**src/rtl/instruction_fetch_unit.sv**
```systemverilog
// Fetch stage: keeps the fetch PC, issues word reads to instruction memory
// and buffers in-order responses with their PCs for the decode stage.
module instruction_fetch_unit #(
    parameter logic [31:0] RESET_PC   = 32'h0000_0000,
    parameter int          FIFO_DEPTH = 2
) (
    input  logic        clk,
    input  logic        rst,
    output logic        imem_req_valid,
    input  logic        imem_req_ready,
    output logic [31:0] imem_req_addr,
    input  logic        imem_rsp_valid,
    input  logic [31:0] imem_rsp_data,
    input  logic        redirect_valid,
    input  logic [31:0] redirect_pc,
    output logic        if_valid,
    input  logic        if_ready,
    output logic [31:0] if_instr,
    output logic [31:0] if_pc,
    output logic [6:0]  if_opcode
);
    localparam int AW = $clog2(FIFO_DEPTH);
    localparam int CW = AW + 1;
    localparam logic [CW:0] DEPTH = (CW+1)'(FIFO_DEPTH);

    logic [31:0]   fetch_pc;
    logic [CW-1:0] live_cnt;
    logic [CW-1:0] stale_cnt;
    logic [CW-1:0] fifo_cnt;
    logic [AW-1:0] rd_ptr;
    logic [AW-1:0] wr_ptr;
    logic [31:0]   pc_mem    [FIFO_DEPTH];
    logic [31:0]   instr_mem [FIFO_DEPTH];

    logic          issue;
    logic          pop;
    logic          push;
    logic          rsp_stale;
    logic          rsp_live;
    logic          rsp_used;
    logic [CW:0]   inflight;
    logic [CW:0]   credit_used;
    logic [31:0]   rsp_pc;
    logic          unused_bits;

    assign unused_bits = ^redirect_pc[1:0];

    assign rsp_stale = imem_rsp_valid && !rst && (stale_cnt != '0);
    assign rsp_live  = imem_rsp_valid && !rst && (stale_cnt == '0)
                       && (live_cnt != '0);
    assign rsp_used  = rsp_stale || rsp_live;
    assign push      = rsp_live && !redirect_valid;

    assign if_valid  = !rst && !redirect_valid && (fifo_cnt != '0);
    assign pop       = if_valid && if_ready;
    assign if_instr  = if_valid ? instr_mem[rd_ptr] : '0;
    assign if_pc     = if_valid ? pc_mem[rd_ptr] : '0;
    assign if_opcode = if_instr[6:0];

    // A slot freed by this cycle's pop is credited, so a 2-deep buffer
    // sustains one fetch per cycle without ever overflowing.
    assign inflight    = {1'b0, live_cnt} + {1'b0, stale_cnt};
    assign credit_used = {1'b0, live_cnt} + {1'b0, fifo_cnt}
                         - {{CW{1'b0}}, pop};

    assign imem_req_valid = !rst && !redirect_valid
                            && (inflight < DEPTH)
                            && (credit_used < DEPTH);
    assign imem_req_addr  = fetch_pc;
    assign issue          = imem_req_valid && imem_req_ready;

    // Live requests are consecutive words since the last redirect, so the
    // oldest one sits live_cnt words behind fetch_pc.
    assign rsp_pc = fetch_pc - {{(30-CW){1'b0}}, live_cnt, 2'b00};

    always_ff @(posedge clk) begin
        if (rst) begin
            fetch_pc  <= RESET_PC;
            live_cnt  <= '0;
            stale_cnt <= '0;
            fifo_cnt  <= '0;
            rd_ptr    <= '0;
            wr_ptr    <= '0;
        end else if (redirect_valid) begin
            fetch_pc  <= {redirect_pc[31:2], 2'b00};
            stale_cnt <= stale_cnt + live_cnt - CW'(rsp_used);
            live_cnt  <= '0;
            fifo_cnt  <= '0;
            rd_ptr    <= '0;
            wr_ptr    <= '0;
        end else begin
            if (issue) begin
                fetch_pc <= fetch_pc + 32'd4;
            end
            stale_cnt <= stale_cnt - CW'(rsp_stale);
            live_cnt  <= live_cnt + CW'(issue) - CW'(rsp_live);
            fifo_cnt  <= fifo_cnt + CW'(push) - CW'(pop);
            if (push) begin
                wr_ptr <= wr_ptr + AW'(1);
            end
            if (pop) begin
                rd_ptr <= rd_ptr + AW'(1);
            end
        end
    end

    always_ff @(posedge clk) begin
        if (push) begin
            pc_mem[wr_ptr]    <= rsp_pc;
            instr_mem[wr_ptr] <= imem_rsp_data;
        end
    end

endmodule

```
**config.mk**
```make
export PLATFORM = sky130hd
export DESIGN_NAME = instruction_fetch_unit
export DESIGN_NICKNAME = d
export VERILOG_FILES = /design/src/rtl/instruction_fetch_unit.sv
export SDC_FILE = /design/constraint.sdc
export NUM_CORES = 1
export LEC_CHECK = 0
export ABC_AREA = 1
export CORE_MARGIN = 2
export CORE_UTILIZATION = 50
export DETAILED_ROUTE_END_ITERATION = 10
export HOLD_SLACK_MARGIN = 0.06
export PLACE_DENSITY = 0.77
export SYNTH_ARGS = -nofsm -noshare
export SYNTH_HDL_FRONTEND = slang
export SYNTH_SLANG_ARGS = --single-unit
```
**constraint.sdc**
```tcl
create_clock -name clk -period 11.4 [get_ports clk]
set_input_delay 1.71 -clock clk [delete_from_list [all_inputs] [get_ports clk]]
set_output_delay 1.71 -clock clk [all_outputs]
set_load 0.1 [all_outputs]
```
==> results of run 1 <==
## layer usage
layer  vias up  wire, µm
met5         -         0
met4         0       453
met3        37      1280
met2       279      9460
met1      3037      8200
li1       3342         -
## cells in the mapped netlist (all sizes together)
master	number	area, µm²
nor3	7	35.0
o211ai	2	15.0
o21ai	26	130
dfxtp	39	781
xnor2	6	52.6
nand2	288	1090
a31oi	4	25.0
fa	3	60.1
and2	1	6.26
nand3	44	243
nor4	1	6.26
or2	2	12.5
nand3b	3	22.5
xor2	31	272
a21oi	88	452
conb	1	3.75
or3	1	6.26
buf	34	229
a211oi	2	15.0
clkinv	1	5.00
edfxtp	124	3720
inv	92	345
nand4	8	50.1
clkbuf	19	72.6
ha	11	138
o21a	2	15.0
nor2	102	448
## per-stage QoR
step | total power [mW] | util, % | area [µm²] | instances
floorplan | 0.797 | - | 8270 | 945
global placement | 0.848 | 62.3 | 9970 | 1281
detailed placement | 0.851 | 62.3 | 9970 | 1281
CTS | 1.38 | 65.8 | 10500 | 1313
global route | 1.42 | 65.8 | 10500 | 1313
finish | 1.38 | 65.8 | 10500 | 1313
## worst max path at each step
stage                     slack [ns]      startpoint        endpoint
after floorplan                 4.75  redirect_valid    if_opcode[0]
after global placement          3.56             rst  imem_req_valid
after detailed placement        3.46             rst  imem_req_valid
after CTS                       3.45             rst  imem_req_valid
after global routing            3.18             rst  imem_req_valid
final                           3.43             rst  imem_req_valid
## sequential cells by signal, indices dropped and copies added, names as in the netlist, named ones only
| name | cells |
|---|---|
| stale_cnt | 2 |
| wr_ptr | 1 |
| instr_mem | 64 |
| rd_ptr | 1 |
| fifo_cnt | 2 |
| pc_mem | 60 |
| live_cnt | 2 |
| imem_req_addr | 30 |
## kinds of logic (layout without fill, tap and decap cells)
logic type	after synthesis	in the layout	share of synthesized area [%]
buf+inv	146	298	7.89
xor+xnor	37	37	3.92
flops	163	163	54.6
simple gates	457	457	23.3
compound gates	124	124	7.89
other cells	1	4	0.0454
fa+ha+maj	14	14	2.39
## area by class of cell
cell class	count	share of cell area [%]
clock buffers	17	4.04
clock inverters	15	1.28
inverters	93	3.33
multi-input cells	636	29.7
flip-flops and latches	163	42.8
well taps	216	2.57
repair buffers	173	16.3
## critical path, cell delays in order
cell,delay [ns]
clkdlybuf4s50_1,0.90
inv_2,0.47
nand2_1,0.40
a21oi_4,0.27
nand2_1,0.12
inv_1,0.18
nand2_1,0.11
nand2_1,0.07
nand2_1,0.06
fa_1,0.49
nand3_1,0.06
nor2_1,0.13
nand2_1,0.08
inv_1,0.07
clkdlybuf4s50_1,1.14
## cells in the final DEF (no fill, tap or decap), types with 6 or more instances in the layout
master / instances
xnor2_1: 6
nand2_1: 285
nor2_4: 8
nor2_1: 86
nor3_1: 7
a21oi_1: 87
nor2_2: 8
inv_1: 87
nand4_1: 8
clkbuf_16: 17
xor2_1: 31
nand3_1: 41
edfxtp_1: 124
dfxtp_1: 38
o21ai_0: 23
ha_1: 11
clkdlybuf4s50_1: 168
## power by group through the flow
stage               sequential, mW  clock [mW]  combinational [mW]
finish                       0.666       0.536               0.175
detailed placement           0.678           0               0.173
CTS                          0.666       0.544               0.174
global placement             0.678           0               0.170
floorplan                    0.722           0              0.0757
global route                 0.668       0.562               0.188
==> results.yml, run 1 <==
synth:
  syn-mean-instance-area_um2: 8.77
  ys_ff_latch: 163
  netlist_area_um2: 8260
  ys_types: 41
  synth_cells: 942
  ys_warn_count: 0
  synth-seq-area-share_pct: 54.6
placement:
  post-place-ws_ns: 3.46
  numPortBuffers: 168
  gp_congestion: 0.841
  dpl.hpwl_um: 13200
detailed_routing:
  drc: 0
  first_pass_iters: 6
  drtAntennaViolNets: 0
  via_count: 6695
  wirelength_um: 19400
  viasPerCell: 5.10
  routedWlPerCell_um: 14.8
  drt_iter0_markers: 494
sta:
  tns_ns: 0
  fin_crit_ns: 7.97
  tightest_slew_ns: 1.12
  period_share_pct: 69.9
  layout_setup_ws_ns: 3.43
  slew_violations: 0
  finalSetupViolations: 0
  clock_skew_ns: 0.0127
  hold_slack_ns: 0.502
  max_freq_ghz: 0.125
  max-slew-margin-rel_pct: 25.0
  rsz0062_at_grt: "no"
  hold_viol_final: 0
grt:
  grt_pass1_wl_um: 31100
  gr-usage-met2_pct: 37.7
  overflow: 0
  grt_util_met3_pct: 4.14
  grt_pass1_vias: 6381
  grt_max_degree: 64
  top_usage_layer: "met2"
  met1_usage_pct: 29.0
  antenna_found_initial: 0
  track_usage_pct: 22.3
pwr:
  power_density_nw_per_um2: 131
  internal_power_mw: 1.01
  vdd_drop_max_v: 0.000122
  p_leak_nw: 4.04
  combPwrFrac_pct: 12.7
  clkPwrFrac_pct: 38.9
  p_seq_share_pct: 48.4
  power.switching_mw: 0.370
  netSwitchingFraction_pct: 26.9
run:
  cap_violations: 0
clock_network:
  cts_tree: "done"
  cts_resized: 0
  clk_latency_ns: 0.42
  clockRootBuffer: "clkbuf_16"
  cts_max_level: 4
  cts-buffers-inserted: 17
  clockBufferDepth: 2
  post-cts-setup-buffers: 0
  cts_hold_buf: 0
  clk_pin_slew_ns: 0.06
  clock_sinks: 163
floorplanning:
  coreArea_um2: 16000
  dieArea_um2: 17600
  pin_count: 175
  fp.dieH_um: 133
  rows: 46
  die_w_um: 133
  start_util_pct: 51.6
final_layout:
  multi_input_area_um2: 3130
  fillers: 1312
  drive_gt1_share_pct: 6.29
  seq_area_um2: 4510
  areaGrowthSynthToFinish_pct: 27.6
  antennaDiodeCount: 0
  nets: 1168
hold_path:
  min_path_type: "reg2reg"
  holdCritStartpoint: "rd_ptr"
  hold_path_end: "rd_ptr"
  min_delay_path_depth: 1
critical_path:
  worstPathMaxFanout: 22
  r2r_cells: 17
  worst_setup_path_start_kind: "primary input"
  worstSetupPathType: "in2out"
  r2r_slack_ns: 7.75
  reg2reg_from: "fifo_cnt[0]"
  rr_endpoint: "imem_req_addr[18]"
  cp.required_ns: 9.69
  cp-end-kind: "primary output"
  arrival_ns: 6.26
run_status:
  status: "finished, final reports clean"
Note: power is estimated with default switching activity, not from simulation.
==> run 2: changes to the inputs <==
CORE_UTILIZATION = 47   (was 50)
PLACE_DENSITY = 0.76   (was 0.77)
clock period = 7.05 ns   (was 11.4 ns; I/O delays follow)
==> run 2 against run 1 <==
Utilization shrank 5.5 points; total power is 62% higher; sequential cell count unchanged; register-to-register slack worse by 4.0 ns; non-clock buffer count is 4 higher; count of clock-buffer cells in the layout is the same; sequential share of layout area grew 0.56 points; combinational power increased by 61%; critical endpoint unchanged.
==> results.yml, run 2 (same netlist as run 1, synthesis figures left out) <==
critical_path:
  worst_setup_path_start_kind: "primary input"
  r2r_slack_ns: 3.76
  startpoint: "rst"
  reg2reg_from: "fifo_cnt[0]"
  r2r_cells: 18
  cp-end-kind: "primary output"
  arrival_ns: 4.12
  cp.depth: 16
  cp_num_buf_inv: 6
  rr_endpoint: "imem_req_addr[18]"
  crit_path_end: "imem_req_valid"
  crit_family: "buffers and inverters"
  slowest_delay_ns: 0.49
  crit_path_cell_trace: "clkdlybuf4s50_1, buf_4, inv_2, nand2_1, a21oi_4, nand2_1, inv_1, nand2_1, nand2_1, nand2_1, fa_1, nand3_1, nor2_1, nand2_1, inv_1, buf_4"
  cpMaxStageDelayCell: "fa_1"
  worstSetupPathType: "in2out"
  cp_common_cell: "nand2_1"
  cp.required_ns: 5.99
  worstPathMaxFanout: 22
placement:
  numPortBuffers: 168
  dpl.hpwl_um: 13300
  gp_congestion: 0.875
  dpl_cell_area_um2: 9840
final_layout:
  fin_util_pct: 60.3
  drive_gt1_share_pct: 12.8
  largest_reg_flops: 64
  fin_area_um2: 10400
  mostFrequentLayoutCells: "nand2_1 (285), edfxtp_1 (124), clkdlybuf4s50_1 (98)"
  fillers: 1492
  nets: 1172
  antennaDiodeCount: 0
  areaGrowthSynthToFinish_pct: 25.9
  final_common_cell: "nand2_1"
  regMostFlops: "instr_mem"
clock_network:
  post-cts-setup-buffers: 0
  clockBufferDepth: 2
  cts_hold_buf: 0
  clk_pin_slew_ns: 0.06
  cts_resized: 0
  cts-buffers-inserted: 17
  cts_max_level: 4
  clk_latency_ns: 0.43
  cts_tree: "done"
  clockRootBuffer: "clkbuf_16"
  clock_sinks: 163
sta:
  max_freq_ghz: 0.193
  period_share_pct: 73.5
  tightest_slew_ns: 1.08
  clock_skew_ns: 0.0123
  hold_viol_final: 0
  fin_crit_ns: 5.18
  finalSetupViolations: 0
  max-slew-margin-rel_pct: 27.7
  tns_ns: 0
  slew_violations: 0
  hold_slack_ns: 0.501
  rsz0062_at_grt: "no"
grt:
  grt_pass1_wl_um: 29700
  track_usage_pct: 20.8
  overflow: 0
  grt_pass1_vias: 6037
  grt_max_degree: 64
  antenna_found_initial: 0
detailed_routing:
  wirelength_um: 19200
  viasPerCell: 4.99
  via_count: 6616
  drc: 0
  routedWlPerCell_um: 14.5
  drt_iter0_markers: 379
  drtAntennaViolNets: 0
  first_pass_iters: 6
floorplanning:
  start_util_pct: 47.9
  pin_count: 175
  coreArea_um2: 17200
  dieArea_um2: 18600
  rows: 48
  fp.dieH_um: 137
  die_w_um: 137
pwr:
  power_density_nw_per_um2: 214
  vdd_drop_max_v: 0.000184
  total_power_mw: 2.23
  p_leak_nw: 4.20
run_status:
  status: "finished, final reports clean"
hold_path:
  min_path_type: "reg2reg"
run:
  cap_violations: 0
## run 2: cell types whose count changed in the layout (fill, tap and decap cells not counted)
| cell | previous run | this run |
|---|---|---|
| clkinv_4 | 5 | 2 |
| clkinv_1 | 0 | 2 |
| inv_8 | 0 | 1 |
| clkinv_2 | 5 | 3 |
| clkinvlp_4 | 2 | 4 |
| clkdlybuf4s50_1 | 168 | 98 |
| buf_4 | 5 | 79 |
## run 2: worst min path at each step
stage / cells after the start / endpoint / startpoint
global route: 1 / rd_ptr / rd_ptr
global placement: 1 / rd_ptr / rd_ptr
floorplan: 1 / register / rd_ptr
finish: 1 / rd_ptr / rd_ptr
detailed placement: 1 / rd_ptr / rd_ptr
CTS: 1 / rd_ptr / rd_ptr
## run 2: final cells by class
type,instances,area (µm²),share of cell area [%]
Multi-Input combinational cell,636,3130,30.1
Clock inverter,15,133,1.28
Tap cell,225,282,2.71
Inverter,93,350,3.37
Timing Repair Buffer,177,1570,15.1
Clock buffer,17,425,4.09
Sequential cell,163,4510,43.3
## run 2: through the flow
stage | instances | setup slack, ns
detailed placement | 1294 | 1.82
global placement | 1294 | 1.90
global route | 1326 | 1.57
finish | 1326 | 1.87
CTS | 1326 | 1.86
floorplan | 945 | 1.70
## run 2: where the power goes
part           internal, mW  total (mW)  switching, mW
Clock                 0.488       0.866          0.379
Combinational        0.0908       0.281          0.190
Sequential             1.05        1.08         0.0288
## run 2: layer usage
layer / GRT usage (%) / up-vias / wire length [µm]
met1: 26.0 / 2990 / 8090
met4: 7.99 / 0 / 385
li1: - / 3349 / -
met5: 0 / - / 0
met3: 4.78 / 28 / 1550
met2: 35.0 / 249 / 9190
## run 2: worst reg2reg max path, delay by kind of cell (launching register included)
family / cells / cell delay, ns
flops: 1 / 0.36
buf+inv: 4 / 0.65
compound gates: 2 / 0.29
simple gates: 11 / 1.39
fa+ha+maj: 1 / 0.49
==> run 3: changes to the inputs <==
clock period = 4.3 ns   (was 7.05 ns; I/O delays follow)
==> run 3 against run 2 <==
Via count grew 1.8%; clock power grew 65%; combinational power grew 67%; critical path type unchanged; sequential cell count is the same; sequential power grew 64%; non-clock buffer count grew 4; register-to-register slack lost 2.5 ns; hold slack gained 0.0061 ns; count of clock-buffer cells in the layout is the same; critical path depth shrank 1; utilization grew 5.5 points.
==> results.yml, run 3 (same netlist as run 1, synthesis figures left out) <==
run_status:
  status: "finished, final reports clean"
final_layout:
  fin_util_pct: 65.8
  regMostFlops: "instr_mem"
  mostFrequentLayoutCells: "nand2_1 (285), edfxtp_1 (124), clkdlybuf4s50_1 (97)"
  nets: 1176
  fillers: 1293
  antennaDiodeCount: 0
  areaGrowthSynthToFinish_pct: 37.5
  final_common_cell: "nand2_1"
  largest_reg_flops: 64
  fin_area_um2: 11300
  drive_gt1_share_pct: 13.2
critical_path:
  cp.required_ns: 3.65
  cp-end-kind: "primary output"
  worstSetupPathType: "in2out"
  worstPathMaxFanout: 6
  worst_setup_path_start_kind: "primary input"
  r2r_cells: 17
  arrival_ns: 3.06
placement:
  numPortBuffers: 168
  dpl.hpwl_um: 13900
  dpl_cell_area_um2: 10800
  gp_congestion: 0.886
detailed_routing:
  drt_iter0_markers: 375
  viasPerCell: 5.07
  routedWlPerCell_um: 14.9
  drc: 0
  wirelength_um: 19800
  first_pass_iters: 5
  drtAntennaViolNets: 0
  via_count: 6737
pwr:
  p_leak_nw: 4.41
  vdd_drop_max_v: 0.000273
  power_density_nw_per_um2: 323
  total_power_mw: 3.66
run:
  cap_violations: 0
sta:
  tns_ns: 0
  max_freq_ghz: 0.270
  period_share_pct: 86.0
  rsz0062_at_grt: "no"
  hold_slack_ns: 0.507
  max-slew-margin-rel_pct: 33.0
  tightest_slew_ns: 1.00
  fin_crit_ns: 3.70
  clock_skew_ns: 0.0161
  slew_violations: 0
  finalSetupViolations: 0
  hold_viol_final: 0
clock_network:
  cts-buffers-inserted: 17
  cts_max_level: 4
  clockBufferDepth: 2
  clockRootBuffer: "clkbuf_16"
  post-cts-setup-buffers: 0
  clock_sinks: 163
  cts_hold_buf: 0
  cts_resized: 0
  clk_pin_slew_ns: 0.06
  cts_tree: "done"
  clk_latency_ns: 0.43
hold_path:
  min_delay_path_depth: 1
  min_path_type: "reg2reg"
floorplanning:
  rows: 48
  pin_count: 175
  fp.dieH_um: 137
  coreArea_um2: 17200
  start_util_pct: 47.9
  die_w_um: 137
  dieArea_um2: 18600
grt:
  antenna_found_initial: 0
  grt_pass1_wl_um: 31300
  overflow: 0
  track_usage_pct: 21.7
  grt_max_degree: 63
  grt_pass1_vias: 6327
==> run 3: where the power goes <==
part / internal [mW] / switching [mW] / leakage (nW) / total (mW)
clock: 0.799 / 0.629 / 0.258 / 1.43
combinational: 0.153 / 0.315 / 2.71 / 0.468
sequential: 1.72 / 0.0470 / 1.45 / 1.77
total: 2.67 / 0.991 / 4.41 / 3.66
==> run 3: worst max-delay path: stages <==
cell and delay (ns):
clkdlybuf4s50_1 0.46, inv_1 0.10, nand2_1 0.13, a21oi_4 0.20, nand2_1 0.11, inv_1 0.18
nand2_1 0.10, nand2_1 0.07, nand2_1 0.06, fa_1 0.49, nand3_1 0.07, nor2_1 0.12
nand2_1 0.06, inv_1 0.09, buf_12 0.18
==> run 3: metal layers <==
layer	vias to the layer above	track usage, %	part of all wire, %
li1	3356	-	-
met1	3072	27.7	42
met2	275	36.3	48
met3	34	5.26	8.1
met4	0	7.52	2.3
met5	-	0	0
==> run 3: cell type report <==
class | count | area [µm²] | share of cell area, %
multi-input cells | 636 | 3130 | 27.5
inverters | 93 | 350 | 3.09
clock buffers | 17 | 425 | 3.75
well taps | 225 | 282 | 2.48
repair buffers | 181 | 2530 | 22.3
flip-flops and latches | 163 | 4510 | 39.7
clock inverters | 15 | 133 | 1.17
==> run 3: final timing paths <==
kind                       endpoint  slack, ns            from
hold reg to reg              rd_ptr       0.51          rd_ptr
hold / removal               rd_ptr       0.51          rd_ptr
setup / recovery     imem_req_valid       0.60  redirect_valid
setup reg to reg  imem_req_addr[11]       1.22     fifo_cnt[0]
==> run 3: stage by stage <==
step                worst slack, ns  std cells
floorplan                    -0.223        945
global placement              0.401       1298
detailed placement            0.321       1298
CTS                           0.573       1330
global route                  0.433       1330
finish                        0.600       1330
